`config.mk`:
```
export PLATFORM = sky130hd
export DESIGN_NAME = spike_event_logger
export DESIGN_NICKNAME = d
export VERILOG_FILES = /design/src/rtl/spike_event_logger.sv
export SDC_FILE = /design/constraint.sdc
export NUM_CORES = 1
export LEC_CHECK = 0
export ABC_AREA = 1
export ABC_CLOCK_PERIOD_IN_PS = 2900
export CORE_AREA = 2 2 139 128
export CTS_BUF_LIST = sky130_fd_sc_hd__clkbuf_4 sky130_fd_sc_hd__clkbuf_8 sky130_fd_sc_hd__clkbuf_16
export DETAILED_ROUTE_END_ITERATION = 8
export DIE_AREA = 0 0 141 130
export MAX_ROUTING_LAYER = met4
export PLACE_DENSITY_LB_ADDON = 0.2
export SLEW_MARGIN = 15
export SYNTH_ARGS = -nofsm -noshare
export SYNTH_HDL_FRONTEND = slang
export SYNTH_SLANG_ARGS = --single-unit
```
`constraint.sdc`:
```
create_clock -name system_clock -period 2.9 [get_ports system_clock]
set_input_delay 0.58 -clock system_clock [delete_from_list [all_inputs] [get_ports system_clock]]
set_output_delay 0.58 -clock system_clock [all_outputs]
set_load 0.03 [all_outputs]
```
`src/rtl/spike_event_logger.sv`:
```
// -----------------------------------------------------------------------------
// spike_event_logger
//
// Timestamps the 2-bit output-layer spike pattern of an SNN and queues each
// non-empty pattern as a 16-bit event word in a first-word-fall-through FIFO.
//
//   event word = {spike_pattern[1:0], timestamp[13:0]}
//
// The 14-bit timestamp counts qualified samples (wrapping 16383 -> 0). Every
// qualified sample advances it; only samples with a non-zero pattern are
// stored, tagged with the timestamp value before the increment.
//
// Build option:
//   SPIKE_LOGGER_EDGE_DETECT_EN  defined   -> sample is a level; only a 0->1
//                                             transition is a qualified sample.
//                                undefined -> every cycle with sample=1 is a
//                                             qualified sample.
//
// Parameters:
//   DEPTH          FIFO entry count, power of two in 2..64.
//
// Ports:
//   system_clock   in   1     sole clock, rising edge
//   reset          in   1     asynchronous, active-low
//   sample         in   1     time-step strobe
//   output_spikes  in   2     spike pattern, valid with a qualified sample
//   clear          in   1     synchronous flush of FIFO, timestamp, overflow
//   event_ready    in   1     consumer accepts the head word
//   event_data     out  16    head word, 0 while the FIFO is empty
//   event_valid    out  1     FIFO non-empty
//   fifo_count     out  clog2(DEPTH)+1   stored entries
//   overflow       out  1     sticky: an event was dropped on a full FIFO
// -----------------------------------------------------------------------------
module spike_event_logger #(
    parameter int DEPTH = 8
) (
    input  logic                     system_clock,
    input  logic                     reset,
    input  logic                     sample,
    input  logic [1:0]               output_spikes,
    input  logic                     clear,
    input  logic                     event_ready,
    output logic [15:0]              event_data,
    output logic                     event_valid,
    output logic [$clog2(DEPTH):0]   fifo_count,
    output logic                     overflow
);

    localparam int AW = (DEPTH > 1) ? $clog2(DEPTH) : 1;
    localparam int CW = $clog2(DEPTH) + 1;

    // -------------------------------------------------------------------------
    // Sample qualification
    // -------------------------------------------------------------------------
    logic qualified;

`ifdef SPIKE_LOGGER_EDGE_DETECT_EN
    logic sample_prev_reg;

    // Tracks sample even during clear, so a strobe held high across a clear
    // is not counted a second time.
    always_ff @(posedge system_clock or negedge reset) begin
        if (!reset) begin
            sample_prev_reg <= 1'b0;
        end else begin
            sample_prev_reg <= sample;
        end
    end

    assign qualified = sample & ~sample_prev_reg;
`else
    assign qualified = sample;
`endif

    // -------------------------------------------------------------------------
    // State
    // -------------------------------------------------------------------------
    logic [15:0]   mem [DEPTH];
    logic [AW-1:0] wr_ptr_reg, wr_ptr_next;
    logic [AW-1:0] rd_ptr_reg, rd_ptr_next;
    logic [CW-1:0] count_reg,  count_next;
    logic [13:0]   ts_reg,     ts_next;
    logic          overflow_reg, overflow_next;
    logic [15:0]   head_reg,   head_next;

    logic          empty;
    logic          full;
    logic          pop;
    logic          push_req;
    logic          do_push;
    logic          mem_we;
    logic [15:0]   push_word;

    assign empty     = (count_reg == '0);
    assign full      = (count_reg == CW'(DEPTH));
    assign pop       = ~empty & event_ready;
    assign push_req  = qualified & (output_spikes != 2'b00);
    // A full FIFO still accepts a push when the head leaves on the same edge.
    assign do_push   = push_req & (~full | pop);
    assign mem_we    = do_push & ~clear;
    assign push_word = {output_spikes, ts_reg};

    // -------------------------------------------------------------------------
    // Next-state logic
    // -------------------------------------------------------------------------
    always_comb begin
        wr_ptr_next   = wr_ptr_reg;
        rd_ptr_next   = rd_ptr_reg;
        count_next    = count_reg;
        ts_next       = ts_reg;
        overflow_next = overflow_reg;
        head_next     = head_reg;

        if (clear) begin
            wr_ptr_next   = '0;
            rd_ptr_next   = '0;
            count_next    = '0;
            ts_next       = '0;
            overflow_next = 1'b0;
            head_next     = '0;
        end else begin
            if (qualified) begin
                ts_next = ts_reg + 14'd1;
            end
            if (do_push) begin
                wr_ptr_next = wr_ptr_reg + AW'(1);
            end
            if (pop) begin
                rd_ptr_next = rd_ptr_reg + AW'(1);
            end
            if (do_push && !pop) begin
                count_next = count_reg + CW'(1);
            end else if (!do_push && pop) begin
                count_next = count_reg - CW'(1);
            end
            if (push_req && full && !pop) begin
                overflow_next = 1'b1;
            end

            // The head register holds the entry at the new read pointer. When
            // that entry is the one being written on this edge (FIFO empty, or
            // last entry leaving while a new one arrives) it is not in the
            // array yet, so the incoming word is forwarded instead.
            if (count_next == '0) begin
                head_next = '0;
            end else if (do_push && (wr_ptr_reg == rd_ptr_next)) begin
                head_next = push_word;
            end else begin
                head_next = mem[rd_ptr_next];
            end
        end
    end

    // -------------------------------------------------------------------------
    // Registers
    // -------------------------------------------------------------------------
    always_ff @(posedge system_clock or negedge reset) begin
        if (!reset) begin
            wr_ptr_reg   <= '0;
            rd_ptr_reg   <= '0;
            count_reg    <= '0;
            ts_reg       <= '0;
            overflow_reg <= 1'b0;
            head_reg     <= '0;
        end else begin
            wr_ptr_reg   <= wr_ptr_next;
            rd_ptr_reg   <= rd_ptr_next;
            count_reg    <= count_next;
            ts_reg       <= ts_next;
            overflow_reg <= overflow_next;
            head_reg     <= head_next;
        end
    end

    // Storage array carries no reset: stale contents are unreachable because
    // the pointers and count are reset.
    always_ff @(posedge system_clock) begin
        if (mem_we) begin
            mem[wr_ptr_reg] <= push_word;
        end
    end

    // -------------------------------------------------------------------------
    // Outputs
    // -------------------------------------------------------------------------
    assign event_data  = head_reg;
    assign event_valid = ~empty;
    assign fifo_count  = count_reg;
    assign overflow    = overflow_reg;

endmodule

```
* Word level (Yosys, flattened, before mapping)
Memories as Yosys holds them, arrays and structs flattened. Cells that the tools add are included. Widths: inputs -> output; s select.
Operators by class: add/subtract/negate cells 5, eq/ne operators 2, multiplexer cells 18, bitwise logic cells 8, reduce and logical (&&, ||, !) cells 13
Operators with widths (number):
- $mux 16 | 3
- $mux 14 | 2
- $mux 4 | 4
- $mux 3 | 5
- $add 14x1->14 const B | 1
- $logic_not 4->1 | 2
- $reduce_bool 2->1 | 4
- $add 3x1->3 const B | 2
- $logic_and 1x1->1 | 5
- $add 4x1->4 const B | 1
- $and 1x1->1 | 4
- $eq 4x4->1 const B | 1
- $mux 1 | 4
- $sub 4x1->4 const B | 1
- $eq 3x3->1 | 1
- $not 1->1 | 3
- $logic_not 1->1 | 2
- $or 1x1->1 | 1
Word-level totals: register bits after elaboration 41, RAM bits 128, input port bits 7, output and inout port bits 22, word-level logic and storage cells 53, memories kept 1
Memory list:
- mem | words 8, bits a word 16, rd ports 1, clocked after Yosys merged registers in 0, write ports 1, RTL line 78 | logic [15:0] mem [DEPTH];

* Longest topological paths before layout
Gate-level depths: netlist of the first run.
depth after elaboration 13, depth in mapped cells 15

* Worst setup path after synthesis of the first run
OpenSTA, ideal clock, no wires.
kind reg-to-reg, start register count_reg[0] (netlist: fifo_count[0]), end memory mem[0][0] (enable), arrival time 2.177 ns, slack 0.335 ns, stages on the path, launching flop included 8, cell sequence dfrtp_1 > inv_1 > ha_1 > nand2_1 > o21ai_2 > nor2_1 > nand2_1 > nor2_1
Between the ends: longest elaborated chain between the ends 8
RTL lines:
- start, declared | RTL line 81 | logic [CW-1:0] count_reg, count_next;
- start signal, assigned | RTL line 168 | count_reg <= count_next;
- $logic_not 4->1 | RTL line 94 | assign empty = (count_reg == '0);
- $not 1->1 | RTL line 96 | assign pop = ~empty & event_ready;
- $and 1x1->1 | RTL line 96
- $or 1x1->1 (*) | RTL line 99 | assign do_push = push_req & (~full | pop);
- $and 1x1->1 (*) | RTL line 99
- $and 1x1->1 (*) | RTL line 100 | assign mem_we = do_push & ~clear;
- $mux 1 (*) | RTL line 178 | if (mem_we) begin
- $mux 1 (not written as such) (*) | RTL line 179 | mem[wr_ptr_reg] <= push_word;
- end, declared | RTL line 78
Every way passes the cells marked *; elsewhere a longest branch is shown, timed or not.

* Worst setup path after layout of the first run
start register count_reg[0] (netlist: fifo_count[0]), end output event_valid
Between the ends: longest elaborated chain between the ends 2
RTL lines:
- $logic_not 4->1 | RTL line 94
- $not 1->1 | RTL line 187 | assign event_valid = ~empty;
- end, declared | RTL line 44 | output logic event_valid,
Every way passes these cells.

==> results.yml, run 1 <==
status:
  outcome: "finished clean"
placed_design:
  globalplace.congestion: 0.8660
  pre_cts_ws_ns: 0.1536
  dpl.hpwl_mm: 11.67
  dpl.cell_count: 956
  portBuffers: 28
final_layout:
  largest_register_ffs: 128
  area_delta_synth_final_pct: 16.05
  nFillCells: 1522
  sequential_cell_area_um2: 4870
  drive_above_1_share: 0.1038
  antenna_cells: 0
  final_cell_mix: "nand2_1 (207), edfxtp_1 (128), nand3_1 (117)"
  multiInputGateArea_um2: 2227
  final_common_cell: "nand2_1"
  layout.cells.non_filler: 987
  final_nets: 771
clock_tree:
  cts_tree: "yes"
  clock-root-buffer: "clkbuf_16"
  cts_hold_buf: 0
  numCtsBuffers: 17
  clk_latency_ns: 0.43
  cts_buffer_depth: 2
  clock-sinks: 169
  clkSlewWorstSetupHoldPaths_ns: 0.07
  cts_max_level: 4
  cts_setup_buffers: 0
  ctsResizeCount: 0
power_and_ir_drop:
  clkPwrFrac: 0.290
  p_switching_mw: 2.955
  power_density_nw_per_um2: 925.8
  ir_drop_v: 0.0005686
  seq_power_share: 0.350
  swShare: 0.3691
  p_int_mw: 5.050
  p_leak_nw: 3.470
  pwr-share-comb: 0.360
logic_synthesis:
  ys_seq_area_frac: 0.6536
  syn_area_per_cell_um2: 10.32
  synth_cells: 722
  yosysUniqueCellTypes: 29
  synthesis.area_um2: 7451
  synth_top_family_by_area: "simple AND/OR/NAND/NOR gates"
  synth_nets: 734
  synthXorXnorAreaFrac: 0.002351
  synthSimpleGateAreaFrac: 0.2685
  ys.warnings.count: 0
  ys_seq_elements: 169
  muxShareOfSynthArea: 0
  synth_compound_area_frac: 0.01965
  synthAdderAreaFrac: 0.008396
die:
  ios: 29
  dieHeight_um: 130
  initial_core_util: 0.4359
  dieArea_um2: 18330
  core_um2: 17090
  rows: 46
  die_x_um: 141
worst_setup_path:
  crit_path_end: "event_valid"
  critPathMaxFanout: 8
  r2r_slack_ns: 0.44
  crit_start: "fifo_count[0]$_DFF_PN0_"
  crit_type: "reg -> out"
  rr_endpoint: "event_data[14]$_DFF_PN0_"
  crit_path_start_kind: "flop"
  crit_arrival_ns: 2.10
  rr_worst_depth: 13
  cp-end-kind: "output port"
  regToRegStartpoint: "fifo_count[0]$_DFF_PN0_"
  required_ns: 2.32
route:
  wire_per_inst_um: 17.36
  via_per_inst: 5.289
  ant_nets: 0
  via_count: 5220
  drc_errors: 0
  drtPass1Iterations: 5
  routed_wl_mm: 17.13
  drt-initial-drc-count: 459
timing:
  worstMarginPinSlew_ns: 0.9277
  setup_ws_ns: 0.2232
  setup_violations: 0
  rsz0062_at_grt: "false"
  final_max_slew_viol_count: 0
  period_needed_ns: 2.677
  setup_tns_ns: 0
  timing.fmax_ghz: 0.3736
  hold_viol_final: 0
  finClkSkew_ns: 0.009912
  whs_ns: 0.2837
  relSlewSlack: 0.3816
  period_share: 0.9230
worst_hold_path:
  hold_path_class: "in -> async"
global_routing:
  grt_max_degree: 42
  grt_pass1_vias: 5047
  grt_overflow: 0
  grtUsageTotal: 0.2070
  grt_pass1_wl_mm: 27.89
  antenna_found_initial: 0
job:
  maxCapViolCount: 0
## worst max-delay path, cell delays in order (launching register included)
cell	delay (ns)
dfrtp_1	0.43
inv_1	0.12
ha_1	0.29
nand2_4	0.15
clkdlybuf4s50_1	0.69
## power by group through the flow
stage / registers (mW) / clock network (mW) / logic, mW
floorplan: 3.01 / 0 / 1.90
global placement: 2.85 / 0 / 2.83
detailed placement: 2.85 / 0 / 2.88
CTS: 2.80 / 2.37 / 2.89
global route: 2.82 / 2.47 / 3.22
finish: 2.80 / 2.32 / 2.88
## cells in the mapped netlist
master      n  area share
buf_1       3      0.0015
o21ai_0     9      0.0060
nor3_1      7      0.0047
o21a_1      2      0.0020
nand3_1   117       0.079
nand3_4     1      0.0024
nor2_8      1      0.0027
o21ai_2     1      0.0012
nor2_1     75       0.038
buf_2      16       0.011
nand2_4     6      0.0091
a21oi_1    14      0.0094
buf_6       7       0.011
clkbuf_1    5      0.0025
edfxtp_1  128        0.52
nand2_2     8      0.0067
inv_1      37       0.019
nor2_4      2      0.0030
nand4_1    17       0.014
xor2_1      2      0.0024
nand2_1   207        0.10
a211oi_1    1      0.0010
dfrtp_1    41        0.14
inv_2       3      0.0015
buf_4       2      0.0020
nor2_2      2      0.0017
ha_1        5      0.0084
nand3_2     1      0.0013
nor3b_1     2      0.0020
## per-stage QoR
stage                 util  total power [mW]  area (um2)
finish              0.5059             8.005        8647
global route        0.5059             8.504        8647
CTS                 0.5059             8.063        8647
detailed placement  0.4704             5.729        8040
global placement    0.4704             5.683        8040
floorplan                -             4.903        7451
## kinds of logic (layout without fill, tap and decap cells)
group           Yosys count  count (layout)
buf+inv                  73             122
xor+xnor                  2               2
simple gates            446             446
flops                   169             169
compound gates           27              27
fa+ha+maj                 5               5
## worst min-delay path by stage
stage / start / endpoint / cells past startpoint
2_1_floorplan: reset / event_data[0]$_DFF_PN0_ / 0
3_3_place_gp: overflow$_DFFE_PN0P_ / overflow$_DFFE_PN0P_ / 2
3_5_place_dp: overflow$_DFFE_PN0P_ / overflow$_DFFE_PN0P_ / 2
4_1_cts: reset / ts_reg[9]$_DFFE_PN0P_ / 1
5_1_grt: reset / ts_reg[9]$_DFFE_PN0P_ / 1
6_report: reset / event_data[9]$_DFF_PN0_ / 1
## layer usage
| layer | part of all wire | wire length, um | vias to the layer above | GRT usage |
|---|---|---|---|---|
| li1 | - | - | 2521 | - |
| met1 | 0.49 | 8439 | 2509 | 0.3103 |
| met2 | 0.44 | 7518 | 174 | 0.2915 |
| met3 | 0.057 | 969 | 16 | 0.03303 |
| met4 | 0.012 | 206 | 0 | 0.06235 |
| met5 | 0 | 0 | - | - |
## layout make-up
cell class                 instances  area share
clock inverter                    12     0.01924
tap                              216     0.03125
timing repair buffer              51     0.06048
clock buffer                      19     0.05093
inverter                          40     0.01736
sequential                       169      0.5632
multi-input combinational        480      0.2576
No activity file was read; power rests on OpenSTA's default activity.
==> run 2, diff against run 1 <==
GPL_TIMING_DRIVEN = 0   (was not set)
==> run 2 against run 1 <==
  * Hold slack worse by 0.27 ns
  * Wire length is 2.1% higher
  * Setup slack worse by 0.0034 ns
  * Sequential share of layout area is 0.29 points lower
  * Die area stayed put
  * Count of clock-buffer cells in the layout is 1 lower
  * Non-clock buffer count is 15 higher
  * Cell count is 1.6% higher
  * Cell area is 0.52% higher
  * Via count is 1.0% higher
  * Register-to-register slack worse by 0.10 ns
  * Largest cell class unchanged
==> results.yml, run 2 (synthesis results as in run 1) <==
status:
  outcome: "finished clean"
placed_design:
  placed_area_um2: 8092
  pre_cts_ws_ns: -0.3501
  globalplace.congestion: 0.8767
  portBuffers: 26
  dpl.hpwl_mm: 12.39
  dpl.cell_count: 971
die:
  die_x_um: 141
  dieArea_um2: 18330
  core_um2: 17090
  rows: 46
  dieHeight_um: 130
  initial_core_util: 0.4359
  ios: 29
clock_tree:
  clkSlewWorstSetupHoldPaths_ns: 0.07
  cts_tree: "yes"
  clock-sinks: 169
  clock-root-buffer: "clkbuf_16"
  cts_hold_buf: 0
  cts_buffer_depth: 2
  clk_latency_ns: 0.43
  cts_max_level: 4
  cts_setup_buffers: 0
  numCtsBuffers: 17
route:
  drtPass1Iterations: 5
  route.met3.wl_mm: 1.034
  via_count: 5272
  top_layer: "met4"
  via_per_inst: 5.256
  wl_met1_mm: 7.926
  ant_nets: 0
  wire_per_inst_um: 17.45
  drt-initial-drc-count: 472
  wl_met2_mm: 8.218
  drc_errors: 0
  routed_wl_mm: 17.50
worst_hold_path:
  hold_path_class: "in -> async"
timing:
  relSlewSlack: 0.6102
  whs_ns: 0.01065
  timing.fmax_ghz: 0.3731
  finClkSkew_ns: 0.005443
  period_needed_ns: 2.680
  final_max_slew_viol_count: 0
  setup_violations: 0
  setup_tns_ns: 0
  hold_viol_final: 0
  setup_ws_ns: 0.2198
  rsz0062_at_grt: "false"
  worstMarginPinSlew_ns: 0.5847
  period_share: 0.9242
worst_setup_path:
  regToRegStartpoint: "fifo_count[0]$_DFF_PN0_"
  r2r_slack_ns: 0.34
  rr_endpoint: "event_data[13]$_DFF_PN0_"
  crit_arrival_ns: 2.10
  crit_path_start_kind: "flop"
  critPathMaxFanout: 8
  crit_type: "reg -> out"
  cp-end-kind: "output port"
  required_ns: 2.32
  rr_worst_depth: 12
final_layout:
  area_delta_synth_final_pct: 16.66
  final_nets: 786
  post-route-cell-area_um2: 8692
  largest_register_ffs: 128
  antenna_cells: 0
  final_common_cell: "nand2_1"
  drive_above_1_share: 0.1245
  final_cell_mix: "nand2_1 (207), edfxtp_1 (128), nand3_1 (117)"
  layout.cells.non_filler: 1003
  post-route-util: 0.5085
global_routing:
  grt_overflow: 0
  antenna_found_initial: 0
  grt_pass1_wl_mm: 27.34
  grtUsageTotal: 0.2083
  grt_pass1_vias: 5084
  grt_max_degree: 32
power_and_ir_drop:
  ir_drop_v: 0.0004705
  power_density_nw_per_um2: 933.0
  p_leak_nw: 3.476
  p_total_mw: 8.109
job:
  maxCapViolCount: 0
run 2: cell count changes in the layout (fill, tap and decap cells not counted), sizes merged, moves of 2 or more:
cell / previous run / this run
buf: 24 / 36
clkbuf: 19 / 23
inv: 45 / 48
bufinv: 3 / 1
clkdlybuf4s50: 27 / 25
clkinvlp: 1 / 3
run 2: final cells by class:
type,instances,area (um2)
inverter,40,150.1
clock buffer,18,432.9
clock inverter,14,157.7
sequential,169,4870
fill,1501,8402
multi-input combinational,480,2257
buffer,33,203.9
tap,216,270.3
timing repair buffer,33,350.3
run 2: worst max-delay path by stage:
stage                             from                   end  slack (ns)
6_report       fifo_count[0]$_DFF_PN0_           event_valid        0.22
5_1_grt        fifo_count[0]$_DFF_PN0_           event_valid        0.13
4_1_cts               output_spikes[1]   mem[2][8]$_DFFE_PP_        0.10
3_5_place_dp          output_spikes[1]   mem[2][9]$_DFFE_PP_       -0.35
3_3_place_gp          output_spikes[1]  mem[4][10]$_DFFE_PP_       -0.89
2_1_floorplan  fifo_count[0]$_DFF_PN0_   mem[0][0]$_DFFE_PP_        0.33
run 2: critical path: stages (launching register included):
cell and delay (ns):
dfrtp_1 0.43, inv_1 0.12, ha_1 0.29, nand2_4 0.15, clkdlybuf4s50_1 0.69
run 2: power breakdown:
part           switching (mW)  internal, mW
registers              0.0722          2.72
clock network            1.00          1.23
logic                    2.10         0.982
total                    3.17          4.94
run 2: what timing repair did:
item	in CTS	in global routing
setup endpoints to repair	0	32
hold endpoints to repair	0	0
resized for setup	0	2
run 2: metal layers:
layer,global-route usage,up-vias
met3,0.03450,28
met4,0.08647,0
met5,-,-
met2,0.3217,173
met1,0.2778,2515
li1,-,2556
